--- src/rtl/ps2_pkg.sv ---
// ps2_pkg: shared definitions for the PS/2 host-side blocks.
//   - ps2_state_e : transmitter state encoding
//   - PS2_CMD_* / PS2_RSP_ACK : common keyboard command and response bytes
//   - PS2_*_CYCLES / PS2_SYNC_STAGES : default timing at a 50 MHz system clock
//   - ps2_frame() : builds the {stop, odd parity, data} shift frame
package ps2_pkg;

  typedef enum logic [2:0] {
    IDLE,
    INHIBIT,
    SEND,
    ACK,
    WAIT_IDLE
  } ps2_state_e;

  localparam logic [7:0] PS2_CMD_RESET   = 8'hFF;
  localparam logic [7:0] PS2_CMD_SET_LED = 8'hED;
  localparam logic [7:0] PS2_CMD_ENABLE  = 8'hF4;
  localparam logic [7:0] PS2_RSP_ACK     = 8'hFA;

  // 120 us clock inhibit and 20 ms transfer limit at 50 MHz.
  localparam int PS2_INHIBIT_CYCLES = 6000;
  localparam int PS2_TIMEOUT_CYCLES = 1000000;
  localparam int PS2_SYNC_STAGES    = 2;

  // Bit 0 goes out first; the stop bit ends up in bit 9.
  function automatic logic [9:0] ps2_frame(input logic [7:0] data);
    return {1'b1, ~^data, data};
  endfunction

endpackage

--- src/rtl/ps2_line_sync.sv ---
// ps2_line_sync: brings the raw PS/2 clock and data pin levels into the
// system clock domain and flags falling edges of the synchronised clock.
// Shared between the host transmitter and the receive path.
// Ports:
//   clock, reset          system clock, synchronous active-high reset
//   clock_in, data_in     raw pin levels
//   clock_sync, data_sync synchronised levels (SYNC_STAGES flops deep)
//   clock_fall            one-cycle pulse: synchronised clock went 1 -> 0
module ps2_line_sync #(
  parameter int SYNC_STAGES = 2
) (
  input  logic clock,
  input  logic reset,
  input  logic clock_in,
  input  logic data_in,
  output logic clock_sync,
  output logic data_sync,
  output logic clock_fall
);

  logic [SYNC_STAGES-1:0] clk_pipe_q, clk_pipe_d;
  logic [SYNC_STAGES-1:0] dat_pipe_q, dat_pipe_d;
  logic                   clk_prev_q, clk_prev_d;

  // New samples enter at bit 0; the oldest stage is the synchronised value.
  always_comb begin
    clk_pipe_d = SYNC_STAGES'({clk_pipe_q, clock_in});
    dat_pipe_d = SYNC_STAGES'({dat_pipe_q, data_in});
    clk_prev_d = clk_pipe_q[SYNC_STAGES-1];
  end

  // Idle PS/2 lines float high, so reset to 1 to avoid a spurious fall.
  always_ff @(posedge clock) begin
    if (reset) begin
      clk_pipe_q <= '1;
      dat_pipe_q <= '1;
      clk_prev_q <= 1'b1;
    end else begin
      clk_pipe_q <= clk_pipe_d;
      dat_pipe_q <= dat_pipe_d;
      clk_prev_q <= clk_prev_d;
    end
  end

  assign clock_sync = clk_pipe_q[SYNC_STAGES-1];
  assign data_sync  = dat_pipe_q[SYNC_STAGES-1];
  assign clock_fall = clk_prev_q & ~clk_pipe_q[SYNC_STAGES-1];

endmodule

--- src/rtl/ps2_host_transmitter.sv ---
// ps2_host_transmitter: sends one host-to-device command byte over PS/2.
// Holds the clock low, issues the start bit, shifts data/parity/stop on
// device clock falls, samples the device ACK and waits for the bus to idle.
// Ports:
//   clock, reset                 system clock, synchronous active-high reset
//   tx_data, tx_valid, tx_ready  command byte handshake (accepted only in IDLE)
//   tx_busy                      high whenever a transfer is in progress
//   tx_done, tx_error            one-cycle result pulses
//   ps2_clock_in, ps2_data_in    raw pin levels
//   ps2_clock_oe, ps2_data_oe    1 = pull the pin low, 0 = release
// Optional build macro PS2_TX_RETRY_EN: retry a NACKed or timed-out frame
// up to 3 times before reporting tx_error.
module ps2_host_transmitter
  import ps2_pkg::*;
#(
  parameter int INHIBIT_CYCLES = PS2_INHIBIT_CYCLES,
  parameter int TIMEOUT_CYCLES = PS2_TIMEOUT_CYCLES,
  parameter int SYNC_STAGES    = PS2_SYNC_STAGES
) (
  input  logic       clock,
  input  logic       reset,
  input  logic [7:0] tx_data,
  input  logic       tx_valid,
  output logic       tx_ready,
  output logic       tx_busy,
  output logic       tx_done,
  output logic       tx_error,
  input  logic       ps2_clock_in,
  input  logic       ps2_data_in,
  output logic       ps2_clock_oe,
  output logic       ps2_data_oe
);

  localparam int            IW       = $clog2(INHIBIT_CYCLES + 1);
  localparam logic [IW-1:0] INH_LAST = IW'(INHIBIT_CYCLES - 1);
  localparam logic [IW-1:0] INH_END  = IW'(INHIBIT_CYCLES);
  localparam logic [19:0]   TO_LIMIT = 20'(TIMEOUT_CYCLES);

  logic clock_sync, data_sync, clock_fall;

  ps2_line_sync #(.SYNC_STAGES(SYNC_STAGES)) u_line_sync (
    .clock      (clock),
    .reset      (reset),
    .clock_in   (ps2_clock_in),
    .data_in    (ps2_data_in),
    .clock_sync (clock_sync),
    .data_sync  (data_sync),
    .clock_fall (clock_fall)
  );

  ps2_state_e    state_q, state_d;
  logic [IW-1:0] inh_cnt_q, inh_cnt_d;
  logic [19:0]   to_cnt_q, to_cnt_d;
  logic [3:0]    bit_cnt_q, bit_cnt_d;
  logic [9:0]    shift_q, shift_d;
  logic          data_oe_q, data_oe_d;
  logic          ack_ok_q, ack_ok_d;
  logic          timing, timeout, fail;
`ifdef PS2_TX_RETRY_EN
  logic [7:0]    byte_q, byte_d;
  logic [1:0]    retry_q, retry_d;
`endif

  // State and datapath registers; reset releases both lines on the next edge.
  always_ff @(posedge clock) begin
    if (reset) begin
      state_q   <= IDLE;
      inh_cnt_q <= '0;
      to_cnt_q  <= '0;
      bit_cnt_q <= '0;
      shift_q   <= '0;
      data_oe_q <= 1'b0;
      ack_ok_q  <= 1'b0;
`ifdef PS2_TX_RETRY_EN
      byte_q    <= '0;
      retry_q   <= '0;
`endif
    end else begin
      state_q   <= state_d;
      inh_cnt_q <= inh_cnt_d;
      to_cnt_q  <= to_cnt_d;
      bit_cnt_q <= bit_cnt_d;
      shift_q   <= shift_d;
      data_oe_q <= data_oe_d;
      ack_ok_q  <= ack_ok_d;
`ifdef PS2_TX_RETRY_EN
      byte_q    <= byte_d;
      retry_q   <= retry_d;
`endif
    end
  end

  // Next-state logic. The timeout counter is zero outside SEND/ACK/WAIT_IDLE,
  // so it starts from 0 on the first cycle after the clock line is released.
  always_comb begin
    state_d   = state_q;
    inh_cnt_d = inh_cnt_q;
    bit_cnt_d = bit_cnt_q;
    shift_d   = shift_q;
    data_oe_d = data_oe_q;
    ack_ok_d  = ack_ok_q;
    tx_done   = 1'b0;
    tx_error  = 1'b0;
    fail      = 1'b0;
`ifdef PS2_TX_RETRY_EN
    byte_d    = byte_q;
    retry_d   = retry_q;
`endif
    timing   = (state_q == SEND) || (state_q == ACK) || (state_q == WAIT_IDLE);
    timeout  = timing && (to_cnt_q == TO_LIMIT);
    to_cnt_d = timing ? to_cnt_q + 20'd1 : '0;

    case (state_q)
      IDLE: begin
        if (tx_valid) begin
          shift_d   = ps2_frame(tx_data);
          inh_cnt_d = '0;
          state_d   = INHIBIT;
`ifdef PS2_TX_RETRY_EN
          byte_d    = tx_data;
          retry_d   = '0;
`endif
        end
      end
      // Clock alone is held low for INHIBIT_CYCLES, then one overlap cycle
      // with the start bit before the clock is released in SEND.
      INHIBIT: begin
        if (inh_cnt_q == INH_END) begin
          bit_cnt_d = '0;
          state_d   = SEND;
        end else begin
          inh_cnt_d = inh_cnt_q + 1'b1;
          if (inh_cnt_q == INH_LAST) data_oe_d = 1'b1;
        end
      end
      // After nine shifts bit 0 is the stop bit, so fall 10 releases data.
      SEND: begin
        if (clock_fall) begin
          data_oe_d = ~shift_q[0];
          shift_d   = {1'b0, shift_q[9:1]};
          bit_cnt_d = bit_cnt_q + 4'd1;
          if (bit_cnt_q == 4'd9) state_d = ACK;
        end
      end
      ACK: begin
        if (clock_fall) begin
          ack_ok_d = ~data_sync;
          state_d  = WAIT_IDLE;
        end
      end
      WAIT_IDLE: begin
        if (clock_sync && data_sync) begin
          if (ack_ok_q) begin
            tx_done = 1'b1;
            state_d = IDLE;
          end else begin
            fail = 1'b1;
          end
        end
      end
      default: state_d = IDLE;
    endcase

    if (timeout) begin
      tx_done = 1'b0;
      fail    = 1'b1;
    end

    if (fail) begin
      data_oe_d = 1'b0;
`ifdef PS2_TX_RETRY_EN
      if (retry_q != 2'd3) begin
        retry_d   = retry_q + 2'd1;
        shift_d   = ps2_frame(byte_q);
        inh_cnt_d = '0;
        state_d   = INHIBIT;
      end else begin
        tx_error = 1'b1;
        state_d  = IDLE;
      end
`else
      tx_error = 1'b1;
      state_d  = IDLE;
`endif
    end
  end

  assign tx_ready     = (state_q == IDLE);
  assign tx_busy      = (state_q != IDLE);
  assign ps2_clock_oe = (state_q == INHIBIT);
  assign ps2_data_oe  = data_oe_q;

endmodule
--- config.mk ---
export PLATFORM = sky130hd
export DESIGN_NAME = ps2_host_transmitter
export DESIGN_NICKNAME = d
export VERILOG_FILES = /design/src/rtl/ps2_pkg.sv /design/src/rtl/ps2_line_sync.sv /design/src/rtl/ps2_host_transmitter.sv
export SDC_FILE = /design/constraint.sdc
export NUM_CORES = 1
export LEC_CHECK = 0
export ABC_CLOCK_PERIOD_IN_PS = 2280
export BUFFER_PORTS_ARGS = -buffer_cell sky130_fd_sc_hd__buf_2
export CAP_MARGIN = 30
export CORE_MARGIN = 2
export CORE_UTILIZATION = 59
export CTS_BUF_LIST = sky130_fd_sc_hd__clkbuf_16
export CTS_CLUSTER_DIAMETER = 80
export DETAILED_ROUTE_END_ITERATION = 7
export PLACE_DENSITY = 0.78
export SLEW_MARGIN = 10
export SYNTH_ARGS = -nofsm -noshare
export SYNTH_HDL_FRONTEND = slang
export SYNTH_HIERARCHICAL = 1
export SYNTH_SLANG_ARGS = --single-unit
export TNS_END_PERCENT = 1
--- constraint.sdc ---
create_clock -name clock -period 2.28 [get_ports clock]
set_clock_uncertainty 0.15 [all_clocks]
set_input_delay 0.456 -clock clock [delete_from_list [all_inputs] [get_ports clock]]
set_output_delay 0.456 -clock clock [all_outputs]
set_load 0.05 [all_outputs]
==> impl_results.html, run 1 <==
<table>
<tr><th>Metric</th><th>Value</th></tr>
<tr><th colspan="2">Place</th></tr>
<tr><td>Weighted congestion reported at the end of routability-driven placement</td><td>0.875</td></tr>
<tr><td>Port buffer count</td><td>18</td></tr>
<tr><td>Placement Cell Area</td><td>2980 µm²</td></tr>
<tr><td>Number of cells after detailed placement</td><td>390</td></tr>
<tr><td>Final HPWL DP</td><td>3.89 mm</td></tr>
<tr><th colspan="2">Worst setup path</th></tr>
<tr><td>Arrival time of data at the critical path endpoint</td><td>1.58 ns</td></tr>
<tr><td>Class of the most critical setup path</td><td>reg -&gt; out</td></tr>
<tr><td>Cell count of the worst reg-to-reg path</td><td>7</td></tr>
<tr><td>Required time worst endpoint</td><td>1.67 ns</td></tr>
<tr><td>Buffer and inverter count on the worst path</td><td>2</td></tr>
<tr><td>Maximum cell stage delay along the critical path</td><td>0.35 ns</td></tr>
<tr><td>Setup crit start kind</td><td>flip-flop</td></tr>
<tr><td>Cell Chain, Critical Path</td><td>inv_2, ha_2, nor4bb_4, nand3_1, nor2_1, nor3b_2, buf_6</td></tr>
<tr><td>Worst setup path startpoint</td><td>to_cnt_q[0]$_SDFF_PP0_</td></tr>
<tr><td>Cell type group with the largest total delay on the critical path</td><td>simple AND/OR/NAND/NOR gates</td></tr>
<tr><td>Worst-path maximum fanout</td><td>4</td></tr>
<tr><td>Critical Path Sink Type</td><td>output port</td></tr>
<tr><td>Slack of the worst reg-to-reg path</td><td>0.19 ns</td></tr>
<tr><td>Cell with the largest stage delay on the worst path</td><td>sky130_fd_sc_hd__dfxtp_2</td></tr>
<tr><td>Crit Reg-Reg Endpoint</td><td>state_q[0]$_SDFFE_PP0P_</td></tr>
<tr><td>Reg2Reg Launch Point</td><td>inh_cnt_q[0]$_SDFFE_PP0P_</td></tr>
<tr><th colspan="2">Floorplanning</th></tr>
<tr><td>Area of the die</td><td>5250 µm²</td></tr>
<tr><td>I/O pin count</td><td>19</td></tr>
<tr><td>Floorplan die height</td><td>72.4 µm</td></tr>
<tr><td>Width of the die</td><td>72.4 µm</td></tr>
<tr><td>Initial cell density of the core</td><td>0.622</td></tr>
<tr><td>Row count</td><td>24</td></tr>
<tr><td>Core region area</td><td>4440 µm²</td></tr>
<tr><th colspan="2">Drt</th></tr>
<tr><td>Via total after detailed routing</td><td>2404</td></tr>
<tr><td>Wire length per cell</td><td>14.5 µm</td></tr>
<tr><td>Remaining antenna violation count after routing</td><td>0</td></tr>
<tr><td>DRC viols</td><td>0</td></tr>
<tr><td>First-pass detailed-route iteration total</td><td>4</td></tr>
<tr><td>DRC marker count from the first detailed-route iteration</td><td>167</td></tr>
<tr><td>Avg Vias per Cell</td><td>5.92</td></tr>
<tr><td>Total length of routed wires</td><td>5.89 mm</td></tr>
<tr><th colspan="2">Cells and area</th></tr>
<tr><td>Post-route non-filler standard cell count</td><td>406</td></tr>
<tr><td>Fraction of final layout cells with drive strength greater than 1</td><td>0.189</td></tr>
<tr><td>Final design area excluding fillers</td><td>3310 µm²</td></tr>
<tr><td>Area grow syn2layout</td><td>19.6%</td></tr>
<tr><td>Fill cells</td><td>335</td></tr>
<tr><td>Final net count</td><td>368</td></tr>
<tr><td>Most used cells in the layout excluding fill and tap cells</td><td>sky130_fd_sc_hd__dfxtp_1, sky130_fd_sc_hd__nor2_1, sky130_fd_sc_hd__buf_2</td></tr>
<tr><td>Most frequent standard cell in the layout excluding fill and tap cells</td><td>sky130_fd_sc_hd__dfxtp_1</td></tr>
<tr><td>Final antenna diode count</td><td>0</td></tr>
<tr><th colspan="2">Logic synthesis</th></tr>
<tr><td>Sequential fraction of the synthesis area</td><td>0.413</td></tr>
<tr><td>Summed instance area of the synthesized netlist</td><td>2760 µm²</td></tr>
<tr><td>Most frequently used flop master after synthesis</td><td>sky130_fd_sc_hd__dfxtp_1</td></tr>
<tr><td>Post-synthesis register bit count</td><td>57</td></tr>
<tr><td>Warnings, synthesis</td><td>6</td></tr>
<tr><td>Proportion of synthesized flip-flops having asynchronous set or reset</td><td>0</td></tr>
<tr><td>Average cell area after synthesis</td><td>8.66 µm²</td></tr>
<tr><td>Distinct cell type count of the synthesized netlist</td><td>52</td></tr>
<tr><td>Post-synth EDFFs</td><td>0</td></tr>
<tr><td>Net count of the mapped netlist</td><td>338</td></tr>
<tr><td>Instance count of the mapped netlist</td><td>319</td></tr>
<tr><th colspan="2">Min path</th></tr>
<tr><td>Sink of the worst hold path</td><td>u_line_sync/dat_pipe_q[0]$_SDFF_PP1_</td></tr>
<tr><td>Startpoint of the lowest-slack hold path</td><td>ps2_data_in</td></tr>
<tr><td>Path category of the worst min-delay check</td><td>in -&gt; reg</td></tr>
<tr><td>Worst hold path depth</td><td>2</td></tr>
<tr><th colspan="2">Clock network</th></tr>
<tr><td>Clock insertion delay at the later pin of the skew report</td><td>0.32 ns</td></tr>
<tr><td>Level count of the clock H-tree</td><td>3</td></tr>
<tr><td>CTS buffer count</td><td>9</td></tr>
<tr><td>Clock-pin slew reported for the worst setup and hold paths after clock tree synthesis</td><td>0.05 ns</td></tr>
<tr><td>TritonCTS clock tree</td><td>yes</td></tr>
<tr><td>Postcts setup bufs</td><td>0</td></tr>
<tr><td>CTS root buf</td><td>sky130_fd_sc_hd__clkbuf_16</td></tr>
<tr><td>Max Buffers Root-to-Sink</td><td>2</td></tr>
<tr><td>Clock Sink Count</td><td>57</td></tr>
<tr><th colspan="2">GRT</th></tr>
<tr><td>GRT Residual Overflow</td><td>0</td></tr>
<tr><td>Via count of the first global-routing pass</td><td>2275</td></tr>
<tr><td>Antenna violations before repair</td><td>0</td></tr>
<tr><td>Global-route wire length before repair</td><td>10.3 mm</td></tr>
<tr><td>Global router's overall resource usage</td><td>0.251</td></tr>
<tr><td>Maximum number of pins on one net before global-route repair</td><td>23</td></tr>
<tr><th colspan="2">Power and ir drop</th></tr>
<tr><td>Switching part of the total power</td><td>0.224</td></tr>
<tr><td>Share of total power in the clock network</td><td>0.506</td></tr>
<tr><td>Logic pwr share</td><td>0.074</td></tr>
<tr><td>Static Leakage</td><td>0.00121 µW</td></tr>
<tr><td>IR Drop Worst-Case VDD</td><td>0.525 mV</td></tr>
<tr><td>Proportion of power drawn by flip-flops and latches</td><td>0.420</td></tr>
<tr><td>Power density of the placed cells</td><td>747 nW/µm²</td></tr>
<tr><td>NetSw</td><td>554 µW</td></tr>
<tr><td>Internal Dissipation</td><td>1920 µW</td></tr>
<tr><th colspan="2">Timing</th></tr>
<tr><td>Worst-margin pin slew</td><td>0.541 ns</td></tr>
<tr><td>Post-route minimum period</td><td>2.18 ns</td></tr>
<tr><td>Count of final setup violators</td><td>0</td></tr>
<tr><td>Slew Limit Headroom</td><td>0.639</td></tr>
<tr><td>Maximum frequency from static timing analysis</td><td>458 MHz</td></tr>
<tr><td>Unrepaired setup endpoints after global routing</td><td>no</td></tr>
<tr><td>Final period utilization</td><td>0.957</td></tr>
<tr><td>Number of pins with negative max-slew slack in the final report</td><td>0</td></tr>
<tr><td>Final Hold Fails</td><td>0</td></tr>
<tr><th colspan="2">Run</th></tr>
<tr><td>Maxcap violations</td><td>0</td></tr>
<tr><th colspan="2">Outcome</th></tr>
<tr><td>Result of the run</td><td>completed</td></tr>
</table>
-- kinds of logic (layout without fill, tap and decap cells) --
family	Yosys count	after routing	share of synthesized area
mux	9	9	0.0326
buf+inv	25	60	0.0371
compound gates	59	59	0.149
fa+ha+maj	6	6	0.0272
xor+xnor	25	25	0.0792
simple gates	138	138	0.262
flops	57	57	0.413
-- per-stage QoR --
step	utilization	total power [µW]	TNS (ns)	setup WS (ns)	hold slack, ns
after global routing	0.744	2560	0	0.00868	0.171
after CTS	0.736	2490	0	0.0203	0.156
final	0.744	2470	0	0.0988	0.164
after global placement	0.670	1230	0	0.263	0.234
after detailed placement	0.670	1240	0	0.243	0.243
after floorplan	-	1180	-0.510	-0.251	0.233
-- what timing repair did --
action | CTS | global route
setup endpoints to repair | 2 | 2
pin swaps | 0 | 3
gates resized for setup | 4 | 11
hold buffers | 0 | 0
-- flip-flops by register name, summed over array words and instances (netlist names) --
name	cells
ps2_data_oe	1
state_q	3
shift_q	10
ack_ok_q	1
u_line_sync/clk_pipe_q	2
u_line_sync/dat_pipe_q	2
u_line_sync/clk_prev_q	1
to_cnt_q	20
inh_cnt_q	13
bit_cnt_q	4
-- metal layers --
layer  global-route usage  wire length (µm)  up-vias
met5                    0                 0        -
met4                0.123                97        0
met3               0.0556               270       10
met2                0.386              2760       64
met1                0.332              2760     1130
li1                     -                 -     1200
-- Yosys cell counts, types with 4 or more instances --
cell / n / area share
sky130_fd_sc_hd__or3_1: 4 / 0.0091
sky130_fd_sc_hd__nand2_1: 15 / 0.020
sky130_fd_sc_hd__nor2_1: 49 / 0.067
sky130_fd_sc_hd__inv_1: 12 / 0.016
sky130_fd_sc_hd__o21ai_0: 8 / 0.014
sky130_fd_sc_hd__buf_2: 6 / 0.011
sky130_fd_sc_hd__and3_1: 6 / 0.014
sky130_fd_sc_hd__nand4_1: 6 / 0.014
sky130_fd_sc_hd__or2_1: 5 / 0.011
sky130_fd_sc_hd__mux2i_1: 9 / 0.033
sky130_fd_sc_hd__a311oi_1: 5 / 0.016
sky130_fd_sc_hd__a211oi_1: 13 / 0.035
sky130_fd_sc_hd__a21oi_1: 13 / 0.024
sky130_fd_sc_hd__xnor2_1: 10 / 0.032
sky130_fd_sc_hd__nor3_1: 11 / 0.020
sky130_fd_sc_hd__clkbuf_1: 5 / 0.0068
sky130_fd_sc_hd__dfxtp_1: 57 / 0.41
sky130_fd_sc_hd__ha_1: 6 / 0.027
sky130_fd_sc_hd__nand2b_1: 4 / 0.0091
sky130_fd_sc_hd__nand3_1: 14 / 0.025
sky130_fd_sc_hd__xor2_1: 15 / 0.048
-- worst max path at each step --
stage | cells after the start | end | slack [ns]
finish | 7 | tx_done | 0.1
CTS | 6 | tx_error | 0.02
floorplan | 4 | tx_busy | -0.25
global placement | 7 | bit_cnt_q[0]$_SDFFE_PP0P_ | 0.26
detailed placement | 7 | bit_cnt_q[3]$_SDFFE_PP0P_ | 0.24
global route | 7 | tx_done | 0.009
-- power by group through the flow --
stage	logic [µW]	clock network, µW	registers [µW]
finish	184	1250	1040
CTS	183	1270	1040
global route	205	1310	1040
floorplan	131	0	1050
global placement	177	0	1060
detailed placement	181	0	1060
-- final cells by class --
type | instances | area [µm²] | share of cell area
timing repair buffer | 32 | 208 | 0.0628
inverter | 12 | 45.0 | 0.0136
clock buffer | 9 | 225 | 0.0681
tap | 52 | 65.1 | 0.0197
sequential | 57 | 1150 | 0.347
multi-input combinational | 237 | 1560 | 0.473
clock inverter | 7 | 55.1 | 0.0166
-- worst reg2reg max path, stage by stage (launching register included) --
cell and delay (ns):
sky130_fd_sc_hd__dfxtp_1 0.35, sky130_fd_sc_hd__inv_1 0.08, sky130_fd_sc_hd__ha_1 0.13, sky130_fd_sc_hd__or3b_2 0.48, sky130_fd_sc_hd__nor4_4 0.24, sky130_fd_sc_hd__nor2_2 0.15, sky130_fd_sc_hd__a311oi_1 0.33, sky130_fd_sc_hd__nor2_1 0.07
(Power assumes the default switching activity.)
==> run 2, diff against run 1 <==
--- a/config.mk
+++ b/config.mk
@@ -9,11 +9,11 @@
 export BUFFER_PORTS_ARGS = -buffer_cell sky130_fd_sc_hd__buf_2
 export CAP_MARGIN = 30
 export CORE_MARGIN = 2
-export CORE_UTILIZATION = 59
-export CTS_BUF_LIST = sky130_fd_sc_hd__clkbuf_16
+export CORE_UTILIZATION = 62
+export CTS_BUF_LIST = sky130_fd_sc_hd__clkbuf_4
 export CTS_CLUSTER_DIAMETER = 80
 export DETAILED_ROUTE_END_ITERATION = 7
-export PLACE_DENSITY = 0.78
+export PLACE_DENSITY = 0.81
 export SLEW_MARGIN = 10
 export SYNTH_ARGS = -nofsm -noshare
 export SYNTH_HDL_FRONTEND = slang
==> run 2 against run 1 <==
Compared with the run above: the run now ends with setup timing left; clock power shrank 42%; maximum frequency fell by 5.1%; core utilization is 0.33 points lower; critical path depth shrank 2; sequential share of layout area is 1.3 points higher; first-iteration DRC count grew 4.8%; final cell count increased by 0.99%; via count decreased by 0.58%; register-to-register slack barely moved; power shrank 22%; sequential cell count unchanged; critical path type unchanged; largest cell class unchanged; highest routed layer unchanged.
==> impl_results.html, run 2 (synthesis gave the netlist of run 1 again) <==
<table>
<tr><th>Metric</th><th>Value</th></tr>
<tr><th colspan="2">Outcome</th></tr>
<tr><td>Result of the run</td><td>complete, but fails checks</td></tr>
<tr><td>Violated checks</td><td>setup timing</td></tr>
<tr><th colspan="2">Worst setup path</th></tr>
<tr><td>Cell with the largest stage delay on the worst path</td><td>sky130_fd_sc_hd__dfxtp_4</td></tr>
<tr><td>Worst-path maximum fanout</td><td>4</td></tr>
<tr><td>Cell repeated most along the worst path</td><td>sky130_fd_sc_hd__nor3b_2</td></tr>
<tr><td>Maximum cell stage delay along the critical path</td><td>0.36 ns</td></tr>
<tr><td>Arrival time of data at the critical path endpoint</td><td>1.69 ns</td></tr>
<tr><td>Setup crit start kind</td><td>flip-flop</td></tr>
<tr><td>Class of the most critical setup path</td><td>reg -&gt; out</td></tr>
<tr><td>Cell Chain, Critical Path</td><td>nor3b_2, o211ai_1, nor2_1, nor3b_2, buf_6</td></tr>
<tr><td>Buffer and inverter count on the worst path</td><td>1</td></tr>
<tr><td>Required time worst endpoint</td><td>1.67 ns</td></tr>
<tr><td>Cell type group with the largest total delay on the critical path</td><td>simple AND/OR/NAND/NOR gates</td></tr>
<tr><td>Critical Path Sink Type</td><td>output port</td></tr>
<tr><th colspan="2">Cells and area</th></tr>
<tr><td>Fraction of final layout cells with drive strength greater than 1</td><td>0.215</td></tr>
<tr><td>Final antenna diode count</td><td>0</td></tr>
<tr><td>Max reg flops</td><td>20</td></tr>
<tr><td>Most frequent standard cell in the layout excluding fill and tap cells</td><td>sky130_fd_sc_hd__dfxtp_1</td></tr>
<tr><td>Most used cells in the layout excluding fill and tap cells</td><td>sky130_fd_sc_hd__dfxtp_1, sky130_fd_sc_hd__nor2_1, sky130_fd_sc_hd__buf_4</td></tr>
<tr><td>Largest reg by FF count</td><td>to_cnt_q</td></tr>
<tr><td>Top flop regs</td><td>to_cnt_q (20), inh_cnt_q (13), shift_q (10)</td></tr>
<tr><td>Final net count</td><td>372</td></tr>
<tr><td>Area grow syn2layout</td><td>15.9%</td></tr>
<tr><td>Post-route non-filler standard cell count</td><td>410</td></tr>
<tr><th colspan="2">Timing</th></tr>
<tr><td>Worst-margin pin slew</td><td>0.499 ns</td></tr>
<tr><td>Final period utilization</td><td>1.01</td></tr>
<tr><td>Final Hold Fails</td><td>0</td></tr>
<tr><td>Hold_ws</td><td>0.0753 ns</td></tr>
<tr><td>Summed negative setup slack over all endpoints</td><td>-0.0180 ns</td></tr>
<tr><td>Number of pins with negative max-slew slack in the final report</td><td>0</td></tr>
<tr><td>Post-route minimum period</td><td>2.30 ns</td></tr>
<tr><td>Maximum frequency from static timing analysis</td><td>435 MHz</td></tr>
<tr><td>Count of final setup violators</td><td>1</td></tr>
<tr><td>Final setup margin</td><td>-0.0180 ns</td></tr>
<tr><td>Slew Limit Headroom</td><td>0.667</td></tr>
<tr><td>Unrepaired setup endpoints after global routing</td><td>yes</td></tr>
<tr><th colspan="2">Clock network</th></tr>
<tr><td>CTS root buf</td><td>sky130_fd_sc_hd__clkbuf_4</td></tr>
<tr><td>Cts hold-fix bufs</td><td>0</td></tr>
<tr><td>Clock-pin slew reported for the worst setup and hold paths after clock tree synthesis</td><td>0.09 ns</td></tr>
<tr><td>TritonCTS clock tree</td><td>yes</td></tr>
<tr><td>Level count of the clock H-tree</td><td>3</td></tr>
<tr><td>CTS buffer count</td><td>9</td></tr>
<tr><td>Clock insertion delay at the later pin of the skew report</td><td>0.41 ns</td></tr>
<tr><td>Clock Sink Count</td><td>57</td></tr>
<tr><td>Max Buffers Root-to-Sink</td><td>2</td></tr>
<tr><th colspan="2">Place</th></tr>
<tr><td>Pre-CTS setup slack</td><td>0.149 ns</td></tr>
<tr><td>Weighted congestion reported at the end of routability-driven placement</td><td>0.820</td></tr>
<tr><td>Port buffer count</td><td>18</td></tr>
<tr><td>Final HPWL DP</td><td>3.97 mm</td></tr>
<tr><td>Number of cells after detailed placement</td><td>389</td></tr>
<tr><th colspan="2">GRT</th></tr>
<tr><td>Global-route wire length before repair</td><td>9.93 mm</td></tr>
<tr><td>Global router's overall resource usage</td><td>0.251</td></tr>
<tr><td>Antenna violations before repair</td><td>0</td></tr>
<tr><td>Maximum number of pins on one net before global-route repair</td><td>23</td></tr>
<tr><td>GRT Residual Overflow</td><td>0</td></tr>
<tr><td>Via count of the first global-routing pass</td><td>2221</td></tr>
<tr><th colspan="2">Floorplanning</th></tr>
<tr><td>Floorplan die height</td><td>70.8 µm</td></tr>
<tr><td>Initial cell density of the core</td><td>0.639</td></tr>
<tr><td>I/O pin count</td><td>19</td></tr>
<tr><td>Core region area</td><td>4320 µm²</td></tr>
<tr><td>Width of the die</td><td>70.8 µm</td></tr>
<tr><td>Area of the die</td><td>5010 µm²</td></tr>
<tr><td>Row count</td><td>24</td></tr>
<tr><th colspan="2">Power and ir drop</th></tr>
<tr><td>IR Drop Worst-Case VDD</td><td>0.456 mV</td></tr>
<tr><td>Total Power</td><td>1940 µW</td></tr>
<tr><td>Static Leakage</td><td>0.00116 µW</td></tr>
<tr><td>Power density of the placed cells</td><td>605 nW/µm²</td></tr>
<tr><th colspan="2">Drt</th></tr>
<tr><td>Avg Vias per Cell</td><td>5.83</td></tr>
<tr><td>Remaining antenna violation count after routing</td><td>0</td></tr>
<tr><td>First-pass detailed-route iteration total</td><td>4</td></tr>
<tr><td>Wire length per cell</td><td>14.2 µm</td></tr>
<tr><td>Via total after detailed routing</td><td>2390</td></tr>
<tr><td>DRC marker count from the first detailed-route iteration</td><td>175</td></tr>
<tr><td>DRC viols</td><td>0</td></tr>
<tr><td>Total length of routed wires</td><td>5.82 mm</td></tr>
<tr><th colspan="2">Min path</th></tr>
<tr><td>Path category of the worst min-delay check</td><td>in -&gt; reg</td></tr>
<tr><th colspan="2">Run</th></tr>
<tr><td>Maxcap violations</td><td>0</td></tr>
</table>
run 2: changes by cell type in the layout (fill, tap and decap cells not counted), moves of 2 or more:
cell                        delta
sky130_fd_sc_hd__buf_4         +4
sky130_fd_sc_hd__clkbuf_16     -9
sky130_fd_sc_hd__clkbuf_4     +12
sky130_fd_sc_hd__dfxtp_4       +2
sky130_fd_sc_hd__inv_1         -4
run 2: worst reg2reg max path: stages, from the launching register on:
cell and delay [ns]:
sky130_fd_sc_hd__dfxtp_1 0.37, sky130_fd_sc_hd__inv_1 0.07, sky130_fd_sc_hd__ha_1 0.12, sky130_fd_sc_hd__or3b_2 0.48, sky130_fd_sc_hd__nor4_4 0.24, sky130_fd_sc_hd__nor2_2 0.15, sky130_fd_sc_hd__a21oi_1 0.27, sky130_fd_sc_hd__o32ai_1 0.13
run 2: power breakdown:
part | internal, µW | total (µW) | switching (µW)
Clock | 365 | 723 | 358
Combinational | 72.3 | 184 | 112
Sequential | 1020 | 1030 | 15.0
Total | 1450 | 1940 | 485
run 2: stage by stage:
stage,utilization,area [µm²]
after floorplan,-,2770
after detailed placement,0.687,2970
after global placement,0.687,2970
after CTS,0.739,3200
after global routing,0.741,3200
final,0.741,3200
run 2: worst paths after layout:
kind,slack [ns],start,to,cells after the start
worst max register to register,0.18,inh_cnt_q[1]$_SDFFE_PP0P_,bit_cnt_q[3]$_SDFFE_PP0P_,7
worst min register to register,0.27,u_line_sync/clk_pipe_q[0]$_SDFF_PP1_,u_line_sync/clk_pipe_q[1]$_SDFF_PP1_,1
worst max-delay path,-0.02,state_q[2]$_SDFFE_PP0P_,tx_done,5
worst min-delay path,0.08,ps2_data_in,u_line_sync/dat_pipe_q[0]$_SDFF_PP1_,2
run 2: per-layer routing:
layer	part of all wire	GRT usage	vias to the layer above
li1	-	-	1205
met1	0.48	0.315	1128
met2	0.47	0.404	48
met3	0.038	0.0556	9
met4	0.015	0.132	0
met5	0	0	-
run 2: timing repair:
item | 4_1_cts | 5_1_grt
resized for setup | 18 | 2
pin swaps | 4 | 2
setup buffers | 5 | 0
endpoints found under the setup margin | 2 | 2
run 2: area by class of cell:
class | instances | area, µm²
Fill cell | 330 | 1120
Clock buffer | 12 | 90.1
Multi-Input combinational cell | 237 | 1570
Sequential cell | 57 | 1150
Inverter | 12 | 45.0
Tap cell | 52 | 65.1
Clock inverter | 4 | 43.8
Timing Repair Buffer | 36 | 238
==> run 3, diff against run 2 <==
--- a/config.mk
+++ b/config.mk
@@ -17,6 +17,5 @@
 export SLEW_MARGIN = 10
 export SYNTH_ARGS = -nofsm -noshare
 export SYNTH_HDL_FRONTEND = slang
-export SYNTH_HIERARCHICAL = 1
 export SYNTH_SLANG_ARGS = --single-unit
 export TNS_END_PERCENT = 1
==> run 3 against run 2 <==
Compared with the run above: the flow still finishes with violations (setup timing); register-to-register slack better by 0.03 ns; sequential cell count stayed put; via count is 3.1% higher; final cell count is 2.7% higher; critical path depth stayed put; sequential power hardly changed; area after synthesis is 1.7% higher; clock power is 0.8% higher; sequential share of layout area is 0.11 points lower; worst setup slack worse by 0.027 ns.
==> impl_results.html, run 3 <==
<table>
<tr><th>Metric</th><th>Value</th></tr>
<tr><th colspan="2">Timing</th></tr>
<tr><td>Slew Limit Headroom</td><td>0.703</td></tr>
<tr><td>Number of pins with negative max-slew slack in the final report</td><td>0</td></tr>
<tr><td>Final period utilization</td><td>1.02</td></tr>
<tr><td>Unrepaired setup endpoints after global routing</td><td>yes</td></tr>
<tr><td>Count of final setup violators</td><td>2</td></tr>
<tr><td>Maximum frequency from static timing analysis</td><td>430 MHz</td></tr>
<tr><td>Worst-margin pin slew</td><td>0.445 ns</td></tr>
<tr><td>Final setup margin</td><td>-0.0446 ns</td></tr>
<tr><td>Hold_ws</td><td>0.0909 ns</td></tr>
<tr><td>Summed negative setup slack over all endpoints</td><td>-0.0717 ns</td></tr>
<tr><td>Final Hold Fails</td><td>0</td></tr>
<tr><td>Post-route minimum period</td><td>2.32 ns</td></tr>
<tr><th colspan="2">Worst setup path</th></tr>
<tr><td>Arrival time of data at the critical path endpoint</td><td>1.72 ns</td></tr>
<tr><td>Maximum cell stage delay along the critical path</td><td>0.42 ns</td></tr>
<tr><td>Buffer and inverter count on the worst path</td><td>1</td></tr>
<tr><td>Crit Reg-Reg Endpoint</td><td>to_cnt_q[19]$_SDFF_PP0_</td></tr>
<tr><td>Setup crit start kind</td><td>flip-flop</td></tr>
<tr><td>Slack of the worst reg-to-reg path</td><td>0.21 ns</td></tr>
<tr><td>Cell Chain, Critical Path</td><td>nor4bb_4, nand3_1, nor3_2, or2_4, buf_8</td></tr>
<tr><td>Worst-path maximum fanout</td><td>3</td></tr>
<tr><td>Cell with the largest stage delay on the worst path</td><td>sky130_fd_sc_hd__dfxtp_1</td></tr>
<tr><td>Reg2Reg Launch Point</td><td>to_cnt_q[0]$_SDFF_PP0_</td></tr>
<tr><td>Critical Path Sink Type</td><td>output port</td></tr>
<tr><td>Cell type group with the largest total delay on the critical path</td><td>simple AND/OR/NAND/NOR gates</td></tr>
<tr><td>Worst setup path startpoint</td><td>to_cnt_q[19]$_SDFF_PP0_</td></tr>
<tr><td>Total number of cells along the worst setup path</td><td>5</td></tr>
<tr><td>Worst setup path end</td><td>tx_error</td></tr>
<tr><td>Cell count of the worst reg-to-reg path</td><td>7</td></tr>
<tr><td>Class of the most critical setup path</td><td>reg -&gt; out</td></tr>
<tr><td>Required time worst endpoint</td><td>1.67 ns</td></tr>
<tr><th colspan="2">Drt</th></tr>
<tr><td>Remaining antenna violation count after routing</td><td>0</td></tr>
<tr><td>DR top layer</td><td>met4</td></tr>
<tr><td>DRC marker count from the first detailed-route iteration</td><td>101</td></tr>
<tr><td>Sum of met3 wire segment lengths after detailed routing</td><td>333 µm</td></tr>
<tr><td>DRC viols</td><td>0</td></tr>
<tr><td>Metal-1 WL</td><td>2.77 mm</td></tr>
<tr><td>Amount of wire on met2 after detailed routing</td><td>2.85 mm</td></tr>
<tr><td>Via total after detailed routing</td><td>2465</td></tr>
<tr><td>Total length of routed wires</td><td>6.06 mm</td></tr>
<tr><td>Wire length per cell</td><td>14.4 µm</td></tr>
<tr><td>First-pass detailed-route iteration total</td><td>5</td></tr>
<tr><td>Avg Vias per Cell</td><td>5.86</td></tr>
<tr><th colspan="2">Logic synthesis</th></tr>
<tr><td>Dominant combinational cell family by area after synthesis</td><td>simple AND/OR/NAND/NOR gates</td></tr>
<tr><td>Share of Yosys cell area claimed by the top area cell type</td><td>0.406</td></tr>
<tr><td>Post-synth top cells</td><td>sky130_fd_sc_hd__dfxtp_1, sky130_fd_sc_hd__nor2_1, sky130_fd_sc_hd__nand2_1</td></tr>
<tr><td>Share of synthesized cell area in full adder, half adder and majority cells</td><td>0.0267</td></tr>
<tr><td>Proportion of synthesized flip-flops having asynchronous set or reset</td><td>0</td></tr>
<tr><td>Distinct cell type count of the synthesized netlist</td><td>53</td></tr>
<tr><td>Share of cell area taken by muxes after synthesis</td><td>0.00757</td></tr>
<tr><td>Xor/xnor cell area share of the yosys netlist</td><td>0.0810</td></tr>
<tr><td>Instance count of the mapped netlist</td><td>337</td></tr>
<tr><td>Average cell area after synthesis</td><td>8.34 µm²</td></tr>
<tr><td>Simple-gate portion of the synthesized area</td><td>0.301</td></tr>
<tr><td>Largest area contributor in the netlist</td><td>sky130_fd_sc_hd__dfxtp_1</td></tr>
<tr><td>Warnings, synthesis</td><td>0</td></tr>
<tr><td>Summed instance area of the synthesized netlist</td><td>2810 µm²</td></tr>
<tr><td>Sequential fraction of the synthesis area</td><td>0.406</td></tr>
<tr><td>Most frequently used flop master after synthesis</td><td>sky130_fd_sc_hd__dfxtp_1</td></tr>
<tr><td>Net count of the mapped netlist</td><td>356</td></tr>
<tr><td>Post-synth EDFFs</td><td>0</td></tr>
<tr><td>Cell types with the largest area share after synthesis</td><td>sky130_fd_sc_hd__dfxtp_1, sky130_fd_sc_hd__nor2_1, sky130_fd_sc_hd__nand2_1</td></tr>
<tr><td>Post-synthesis register bit count</td><td>57</td></tr>
<tr><td>Area fraction in compound gates after synthesis</td><td>0.129</td></tr>
<tr><td>Most frequent cell after synthesis</td><td>sky130_fd_sc_hd__dfxtp_1</td></tr>
<tr><th colspan="2">Place</th></tr>
<tr><td>Weighted congestion reported at the end of routability-driven placement</td><td>0.929</td></tr>
<tr><td>Final HPWL DP</td><td>3.88 mm</td></tr>
<tr><td>Port buffer count</td><td>18</td></tr>
<tr><th colspan="2">Floorplanning</th></tr>
<tr><td>Width of the die</td><td>71.3 µm</td></tr>
<tr><td>Core region area</td><td>4350 µm²</td></tr>
<tr><td>Initial cell density of the core</td><td>0.645</td></tr>
<tr><td>Area of the die</td><td>5090 µm²</td></tr>
<tr><td>Row count</td><td>24</td></tr>
<tr><td>I/O pin count</td><td>19</td></tr>
<tr><td>Floorplan die height</td><td>71.3 µm</td></tr>
<tr><th colspan="2">Clock network</th></tr>
<tr><td>Clock Sink Count</td><td>57</td></tr>
<tr><td>Cts hold-fix bufs</td><td>0</td></tr>
<tr><td>TritonCTS clock tree</td><td>yes</td></tr>
<tr><td>Clock-pin slew reported for the worst setup and hold paths after clock tree synthesis</td><td>0.10 ns</td></tr>
<tr><td>Max Buffers Root-to-Sink</td><td>2</td></tr>
<tr><td>Level count of the clock H-tree</td><td>3</td></tr>
<tr><td>CTS buffer count</td><td>9</td></tr>
<tr><td>CTS root buf</td><td>sky130_fd_sc_hd__clkbuf_4</td></tr>
<tr><td>Clock insertion delay at the later pin of the skew report</td><td>0.40 ns</td></tr>
<tr><th colspan="2">Cells and area</th></tr>
<tr><td>Most frequent standard cell in the layout excluding fill and tap cells</td><td>sky130_fd_sc_hd__dfxtp_1</td></tr>
<tr><td>Largest reg by FF count</td><td>to_cnt_q</td></tr>
<tr><td>Max reg flops</td><td>20</td></tr>
<tr><td>Most used cells in the layout excluding fill and tap cells</td><td>sky130_fd_sc_hd__dfxtp_1, sky130_fd_sc_hd__nor2_1, sky130_fd_sc_hd__nand2_1</td></tr>
<tr><td>Top flop regs</td><td>to_cnt_q (20), inh_cnt_q (13), shift_q (10)</td></tr>
<tr><td>Final net count</td><td>383</td></tr>
<tr><td>Final antenna diode count</td><td>0</td></tr>
<tr><td>Area grow syn2layout</td><td>14.2%</td></tr>
<tr><td>Fraction of final layout cells with drive strength greater than 1</td><td>0.222</td></tr>
<tr><th colspan="2">GRT</th></tr>
<tr><td>Via count of the first global-routing pass</td><td>2280</td></tr>
<tr><td>Global router's overall resource usage</td><td>0.248</td></tr>
<tr><td>Global-route wire length before repair</td><td>10.0 mm</td></tr>
<tr><td>Maximum number of pins on one net before global-route repair</td><td>26</td></tr>
<tr><td>GRT Residual Overflow</td><td>0</td></tr>
<tr><td>Antenna violations before repair</td><td>0</td></tr>
<tr><th colspan="2">Min path</th></tr>
<tr><td>Path category of the worst min-delay check</td><td>in -&gt; reg</td></tr>
<tr><th colspan="2">Power and ir drop</th></tr>
<tr><td>Logic pwr share</td><td>0.112</td></tr>
<tr><td>Switching part of the total power</td><td>0.258</td></tr>
<tr><td>Power density of the placed cells</td><td>620 nW/µm²</td></tr>
<tr><td>NetSw</td><td>513 µW</td></tr>
<tr><td>Internal Dissipation</td><td>1480 µW</td></tr>
<tr><td>Share of total power in the clock network</td><td>0.366</td></tr>
<tr><td>Static Leakage</td><td>0.00117 µW</td></tr>
<tr><td>IR Drop Worst-Case VDD</td><td>0.563 mV</td></tr>
<tr><td>Proportion of power drawn by flip-flops and latches</td><td>0.522</td></tr>
<tr><th colspan="2">Run</th></tr>
<tr><td>Maxcap violations</td><td>0</td></tr>
<tr><th colspan="2">Outcome</th></tr>
<tr><td>Result of the run</td><td>complete, but fails checks</td></tr>
<tr><td>Violated checks</td><td>setup timing</td></tr>
</table>
run 3: worst min-delay path by stage:
stage                                                     from                              endpoint  cells after the start
after floorplan           u_line_sync.clk_pipe_q[0]$_SDFF_PP1_  u_line_sync.clk_pipe_q[1]$_SDFF_PP1_                      1
after global routing                               ps2_data_in  u_line_sync.dat_pipe_q[0]$_SDFF_PP1_                      2
after CTS                                          ps2_data_in  u_line_sync.dat_pipe_q[0]$_SDFF_PP1_                      2
after detailed placement  u_line_sync.clk_pipe_q[0]$_SDFF_PP1_  u_line_sync.clk_pipe_q[1]$_SDFF_PP1_                      1
final                                             ps2_clock_in  u_line_sync.clk_pipe_q[0]$_SDFF_PP1_                      2
after global placement    u_line_sync.clk_pipe_q[0]$_SDFF_PP1_  u_line_sync.clk_pipe_q[1]$_SDFF_PP1_                      1
run 3: final cells by class:
cell class              count  area (µm²)
clock inverters             4        43.8
multi-input cells         251        1590
repair buffers             32         221
flip-flops and latches     57        1150
inverters                  13        51.3
well taps                  52        65.1
clock buffers              12        90.1
fillers                   334        1140
run 3: power by group through the flow:
stage	clock (µW)	combinational, µW	sequential, µW
after detailed placement	0	214	1060
after global placement	0	209	1060
after floorplan	0	167	1060
after global routing	782	245	1040
final	729	223	1040
after CTS	735	220	1040
run 3: metrics by stage:
stage | utilization | std cells | total power [µW] | instance area (µm²) | worst slack (ns)
CTS | 0.721 | 419 | 1990 | 3140 | -0.0822
finish | 0.737 | 421 | 1990 | 3210 | -0.0446
global route | 0.737 | 421 | 2070 | 3210 | -0.161
global placement | 0.679 | 401 | 1270 | 2960 | 0.187
detailed placement | 0.679 | 401 | 1270 | 2960 | 0.219
floorplan | - | 337 | 1220 | 2820 | -0.369
run 3: routing by layer:
layer,up-vias,GRT usage
li1,1233,-
met1,1145,0.324
met2,73,0.377
met3,14,0.0605
met4,0,0.138
met5,-,0
run 3: timing repair:
item	4_1_cts	5_1_grt
resized for setup	12	15
endpoints found under the hold margin	0	0
cloned	0	0
pin swaps	3	6
setup endpoints to repair	3	3
setup buffers	2	2
run 3: logic make-up (layout without fill, tap and decap cells):
kind of cell | Yosys count | count (layout)
XOR/XNOR | 26 | 26
AND/OR/NAND/NOR | 160 | 160
adder cells (fa/ha/maj) | 6 | 6
buffers and inverters | 29 | 61
flip-flops | 57 | 57
multiplexers | 2 | 2
AO/OA/AOI/OAI | 57 | 57
